## src/rtl/sysid_pkg.sv

```systemverilog
// Shared types and constants for the system-ID checker.
package sysid_pkg;

  typedef enum logic [2:0] {
    ST_IDLE,
    ST_RD_ID,
    ST_RD_TS,
    ST_CHECK,
    ST_DONE
  } state_e;

  localparam int unsigned SYSID_ID_OFFSET = 0;
  localparam int unsigned SYSID_TS_OFFSET = 1;
  localparam int unsigned TMO_W           = 16;
  localparam int unsigned DATA_W          = 32;

endpackage

```

## src/rtl/sysid_read_timer.sv

```systemverilog
// Stall counter for a single Avalon read; flags the stall cycle that exhausts the budget.
module sysid_read_timer
  import sysid_pkg::*;
#(
  parameter int unsigned TIMEOUT_CYCLES = 255
) (
  input  logic clock,
  input  logic reset,
  input  logic clear_i,
  input  logic enable_i,
  output logic expired_c_o
);

  logic [TMO_W-1:0] cnt_q;
  logic [TMO_W-1:0] cnt_d;

  always_comb begin
    cnt_d = cnt_q;
    if (clear_i) begin
      cnt_d = '0;
    end else if (enable_i) begin
      cnt_d = TMO_W'(cnt_q + TMO_W'(1));
    end
  end

  // High during the stall cycle whose increment brings the count to TIMEOUT_CYCLES.
  assign expired_c_o = enable_i && !clear_i && (cnt_q == TMO_W'(TIMEOUT_CYCLES - 1));

  always_ff @(posedge clock) begin
    if (reset) begin
      cnt_q <= '0;
    end else begin
      cnt_q <= cnt_d;
    end
  end

endmodule

```

## config.mk

```make
export PLATFORM = sky130hd
export DESIGN_NAME = sysid_read_timer
export DESIGN_NICKNAME = d
export VERILOG_FILES = /design/src/rtl/sysid_pkg.sv /design/src/rtl/sysid_read_timer.sv
export SDC_FILE = /design/constraint.sdc
export NUM_CORES = 1
export LEC_CHECK = 0
export ABC_AREA = 1
export BUFFER_PORTS_ARGS = -buffer_cell sky130_fd_sc_hd__buf_2
export CORE_MARGIN = 1.5
export CORE_UTILIZATION = 55
export DETAILED_ROUTE_END_ITERATION = 8
export MAX_ROUTING_LAYER = met4
export PLACE_DENSITY = 0.8
export RECOVER_POWER = 25
export SLEW_MARGIN = 30
export SYNTH_ARGS = -nofsm -noshare
export SYNTH_HDL_FRONTEND = slang
export SYNTH_SLANG_ARGS = --single-unit
```

## constraint.sdc

```tcl
create_clock -name clock -period 2.6 [get_ports clock]
set_input_delay 0.26 -clock clock [delete_from_list [all_inputs] [get_ports clock]]
set_output_delay 0.26 -clock clock [all_outputs]
set_load 0.05 [all_outputs]
```

Word level (Yosys, flattened, before mapping)
Cells that the tools add are included.
- reduce and logical (&&, ||, !) cells: 4
- equal/unequal tests: 1
- add/sub/neg operators: 1
- operator list (cell ; number):
    $add 16x1->16 const B ; 1
    $eq 16x8->1 const B ; 1
    $logic_and 1x1->1 ; 2
    $reduce_or 2->1 ; 1
    $logic_not 1->1 ; 1
- bits in registers: 16

Logic depth before layout (Yosys ltp)
Gate-level depths: netlist of the first run.
- word-level depth: 3
- gate-level depth with buffers: 7
- mapped depth without buffers: 7

Worst setup path after synthesis of the first run
OpenSTA, ideal clock, no wires.
- path kind: reg-to-output
- start point: register cnt_q[0]
- end point: output port expired_c_o
- setup slack: 0.917 ns
- required time: 2.340 ns
- cell stages (with the launch flop): 7
- arrival time: 1.423 ns
- cells stage by stage: dfxtp_1 -> inv_1 -> ha_1 -> nand2_1 -> nor2_1 -> nand3_1 -> nor2_1
- longest elaborated chain between the ends: 2
- RTL lines (item ; RTL line ; RTL):
    start, declared ; sysid_read_timer.sv:14 ; logic [TMO_W-1:0] cnt_q;
    start signal, assigned ; sysid_read_timer.sv:33 ; cnt_q <= cnt_d;
    $eq 16x8->1 ; sysid_read_timer.sv:27 ; assign expired_c_o = enable_i && !clear_i && (cnt_q == TMO_W'(TIMEOUT_CYCLES - 1));
    $logic_and 1x1->1 ; sysid_read_timer.sv:27 ;
    end, declared ; sysid_read_timer.sv:11 ; output logic expired_c_o
Every way passes these cells.

Worst setup path after layout of the first run
Ends and elaborated chain as after synthesis.

==> results.toml, run 1 <==
[run_status]
outcome = "finished, final reports clean"

[synth]
synth_edf_count = 0
synthDistinctLibCells = 21
yosysMostFrequentCell = "nand2_1"
netlist.area_leader.share_pct = 38.0
ys_ff_latch = 16
synthTopCellsByCount = "21 x nand2_1, 17 x nor2_1, 16 x dfxtp_1"
synth.area.top_cells = "dfxtp_1 38%, nand2_1 9.3%, nor2_1 7.6%, inv_1 6.7%, a21oi_1 5.3%"
yosysWarningCount = 0
synth_ff_type = "dfxtp_1"
async_reset_ff_share_pct = 0
syn_nets = 124
synth_area_sq_um = 843
yosysTopAreaCell = "dfxtp_1"
synthesis.instances = 118
seq_area_frac_synth_pct = 38.0
avgSynthCellArea_sq_um = 7.15

[timing]
fin_ws_ns = 0.829
final_max_slew_viol_count = 0
timing.fmax_mhz = 565
tightest_slew_ns = 0.412
skew_ns = 0.00298
rsz0062_at_grt = "no"
setup_viol = 0
hold_viol_final = 0
period_share_pct = 68.1
slew_headroom_pct = 72.4
period_needed_ns = 1.77
setup-tns-final_ns = 0

[floorplanning]
fp.dieArea_sq_mm = 0.00178
fp.dieW_um = 42.2
row_count = 13
io_pins = 5
start_util_pct = 61.7
core_area_sq_mm = 0.00137
die_h_um = 42.2

[global_routing]
grt_overflow = 0
grt_most_used_layer = "met2"
antenna_found_initial = 0
use_met2_pct = 34.7
grtUsageMet1_pct = 24.7
grt_use_met3_pct = 8.19
grt_max_degree = 12
grt_pass1_vias = 679
gr-usage-all-layers_pct = 21.5
grt_pass1_wl_um = 2790

[route]
drtIter0Drc = 10
vias = 758
firstDrtPassIters = 4
drt_wl_total_um = 1630
wl_per_cell_um = 11.6
vias_per_cell = 5.38
drc_errors = 0
final_antenna_net_count = 0

[cts]
clk_latency_ns = 0.29
cts.sinks = 16
clockBufferDepth = 2
cts_root_buf = "clkbuf_4"
cts_resized = 0
cts_hold_buf = 0
cts_setup_buffers = 0
cts_tree = "built"
clk_pin_slew_ns = 0.09
cts-htree-levels = 1
numCtsBuffers = 3

[power_and_ir_drop]
vdd_drop_max_uv = 502
p_leak_nw = 0.400
powerDensity_mw_per_mm2 = 472

[layout]
syn2layout_area_growth_pct = 8.90
n_antenna_cell = 0
largest_reg_flops = 16
nFillCells = 122
regMostFlops = "cnt_q"
top_regs = "cnt_q x16"
drive_above_1_share_pct = 15.9
fin_nets = 133

[place]
hpwl_um = 1210
dpl_worst_slack_ns = 1.14
portBuffers = 4
routabilityCongestion = 0.806

[min_path]
hold_path_class = "in2reg"
min_from = "enable_i"

[critical_path]
critPathRequiredTime_ns = 2.34
r2r-start = "cnt_q[1]$_SDFFE_PP0P_"
crit_fanout = 3
path_class = "reg2out"
cp-start-kind = "register"
worstSetupStartpoint = "cnt_q[0]$_SDFFE_PP0P_"
worstPathArrival_ns = 1.51
crit_path_end_kind = "primary output"

[flow_run]
max_cap_viol_count = 0
logic make-up (layout without fill, tap and decap cells):
logic type	count (synthesis)	count (layout)	synth area share, %
and+or+nand+nor	65	65	39.2
buffers and inverters	16	24	7.27
DFF	16	16	38.0
adders and majority gates	2	2	2.97
AOI/OAI and AO/OA	17	17	10.5
xor gates and xnor gates	2	2	2.08
area by class of cell:
cell class              count  area (sq um)  share of cell area (%)
well taps                  15          18.8                    2.04
repair buffers              5          27.5                    3.00
flip-flops and latches     16           320                    34.9
inverters                  15          56.3                    6.13
clock buffers               4          36.3                    3.95
multi-input cells          86           459                    50.0
final timing paths:
check | end | slack (ns) | depth (start not counted)
worst min register to register | cnt_q[8]$_SDFFE_PP0P_ | 0.51 | 2
worst min-delay path | cnt_q[1]$_SDFFE_PP0P_ | 0.22 | 2
worst max register to register | cnt_q[6]$_SDFFE_PP0P_ | 1.31 | 6
worst max-delay path | expired_c_o | 0.83 | 7
layer usage:
layer  up-vias  part of all wire, %  wire, um
met5         -                    0         0
met4         0                  1.3        22
met3         4                  4.1        67
met2        14                   47       765
met1       347                   48       777
li1        393                    -         -
where the power goes:
| group | internal [mW] | total, mW | leakage, nW | switching (mW) |
|---|---|---|---|---|
| sequential | 0.246 | 0.248 | 0.129 | 0.00141 |
| combinational | 0.00662 | 0.0183 | 0.250 | 0.0117 |
| clock | 0.0854 | 0.167 | 0.0210 | 0.0821 |
through the flow:
stage | hold WS [ns] | utilization [%] | instance area, sq um | std cells | power [mW]
detailed placement | 0.501 | 64.7 | 885 | 137 | 0.272
global placement | 0.488 | 64.7 | 885 | 137 | 0.271
floorplan | 0.349 | - | 843 | 118 | 0.264
CTS | 0.216 | 67.4 | 921 | 141 | 0.436
finish | 0.220 | 67.2 | 918 | 141 | 0.434
global route | 0.203 | 67.2 | 918 | 141 | 0.453
placed cells by master, fill, tap and decap left out, types with 3 or more instances in the layout:
master	count
inv_1	15
o21ai_0	5
nor2_1	18
buf_2	4
nand2_2	3
nand3_1	9
nand2_1	21
a21oi_1	9
nor3_1	4
dfxtp_1	16
clkbuf_4	3
worst max-delay path: stages, from the launching register on:
cell	delay [ns]
dfxtp_1	0.33
inv_1	0.13
ha_1	0.17
nand2_1	0.05
nor2_1	0.09
nand3_1	0.08
nor2_1	0.10
buf_2	0.27
(Power assumes the default switching activity.)
==> run 2, diff against run 1 <==
==> constraint.sdc (replaced) <==
create_clock -name clock -period 1.75 [get_ports clock]
set_input_delay 0.175 -clock clock [delete_from_list [all_inputs] [get_ports clock]]
set_output_delay 0.175 -clock clock [all_outputs]
set_load 0.05 [all_outputs]
==> run 2 against run 1 <==
  * Sequential share of layout area down 0.24 points
  * Setup slack worse by 0.73 ns
  * Final cell count unchanged
  * Hold slack worse by 0.097 ns
==> results.toml, run 2 (same netlist as run 1, synthesis figures left out) <==
[cts]
cts_tree = "built"
cts_root_buf = "clkbuf_4"
cts-htree-levels = 1
numCtsBuffers = 3
clk_pin_slew_ns = 0.10
clockBufferDepth = 2
cts.sinks = 16
clk_latency_ns = 0.29

[timing]
timing.fmax_mhz = 606
period_share_pct = 94.3
slew_headroom_pct = 74.8
tightest_slew_ns = 0.377
setup_viol = 0
period_needed_ns = 1.65
final_max_slew_viol_count = 0
hold_viol_final = 0
skew_ns = 0.00855

[global_routing]
gr-usage-all-layers_pct = 17.8
grt_pass1_wl_um = 2330
grt_pass1_vias = 577
antenna_found_initial = 0
grt_overflow = 0
grt_max_degree = 12

[route]
wl_per_cell_um = 10.5
vias_per_cell = 5.14
drt_wl_total_um = 1490
drc_errors = 0
vias = 725
firstDrtPassIters = 4
drtIter0Drc = 32
final_antenna_net_count = 0

[layout]
syn2layout_area_growth_pct = 9.64
n_antenna_cell = 0
largest_reg_flops = 16
drive_above_1_share_pct = 15.9
top_regs = "cnt_q x16"
mostFrequentLayoutCells = "21 x nand2_1, 18 x nor2_1, 16 x dfxtp_1"
final_cells = 141
final_area_sq_um = 925
fin_nets = 133
regMostFlops = "cnt_q"
layout_commonest_cell = "nand2_1"

[critical_path]
path_class = "reg2out"
worstSetupStartpoint = "cnt_q[0]$_SDFFE_PP0P_"
critPathRequiredTime_ns = 1.57
cp-start-kind = "register"
worstPathArrival_ns = 1.48
r2r_end = "cnt_q[8]$_SDFFE_PP0P_"
reg2reg_slack_ns = 0.44
reg2reg_depth = 6
crit_path_end_kind = "primary output"
r2r-start = "cnt_q[1]$_SDFFE_PP0P_"
crit_fanout = 3

[min_path]
hold_path_class = "in2reg"
min_path_cells = 2
min_from = "enable_i"
worstHoldEndpoint = "cnt_q[1]$_SDFFE_PP0P_"

[floorplanning]
fp.dieArea_sq_mm = 0.00178
start_util_pct = 61.7
io_pins = 5
die_h_um = 42.2
core_area_sq_mm = 0.00137
fp.dieW_um = 42.2
row_count = 13

[power_and_ir_drop]
vdd_drop_max_uv = 469
powerDensity_mw_per_mm2 = 693
p_leak_nw = 0.401

[flow_run]
max_cap_viol_count = 0

[place]
hpwl_um = 1080
portBuffers = 4
placed_cell_area_sq_um = 885
dp.cells = 137
routabilityCongestion = 0.785

[run_status]
outcome = "finished, final reports clean"
-- run 2: cell counts in the layout (fill, tap and decap cells not counted) --
Identical to the previous run, type by type.
-- run 2: final cells by class --
cell class                 count  area (sq um)
clock buffer                   4          36.3
fill                         134           442
inverter                      15          56.3
multi-input combinational     86           459
sequential                    16           320
tap                           15          18.8
timing repair buffer           5          33.8
-- run 2: layer usage --
layer	vias up	track usage, %	routed length (um)
li1	392	-	-
met1	305	23.5	721
met2	24	24.4	650
met3	4	3.88	86
met4	0	11.3	29
met5	-	-	0
-- run 2: repair_timing --
| item | 4_1_cts | 5_1_grt |
|---|---|---|
| endpoints found under the setup margin | 0 | 1 |
| hold buffers | 0 | 0 |
| gates resized for setup | 0 | 3 |
| buffers inserted | 0 | 0 |
-- run 2: worst max-delay path by stage --
stage / end / slack (ns)
detailed placement: expired_c_o / 0.42
global placement: expired_c_o / 0.43
CTS: expired_c_o / 0.08
finish: expired_c_o / 0.1
floorplan: expired_c_o / 0.15
global route: expired_c_o / -0.04
-- run 2: per-stage QoR --
step	setup WS [ns]	hold slack (ns)	power (mW)	TNS (ns)	utilization, %
floorplan	0.152	0.264	0.393	0	-
global placement	0.432	0.433	0.402	0	64.7
detailed placement	0.417	0.436	0.403	0	64.7
global route	-0.0351	0.119	0.666	-0.0351	67.7
finish	0.0997	0.123	0.641	0	67.7
CTS	0.0761	0.115	0.651	0	67.4
-- run 2: worst max-delay path: stages, from the launching register on --
cell	delay (ns)
dfxtp_1	0.34
inv_1	0.13
ha_1	0.16
nand2_1	0.05
nor2_1	0.08
nand3_1	0.09
nor2_1	0.16
buf_6	0.18
-- run 2: where the power goes --
part	switching [mW]	total (mW)	leakage, nW	internal (mW)
combinational	0.0166	0.0264	0.251	0.00986
sequential	0.00200	0.368	0.129	0.366
clock	0.120	0.246	0.0210	0.127
total	0.138	0.641	0.401	0.503
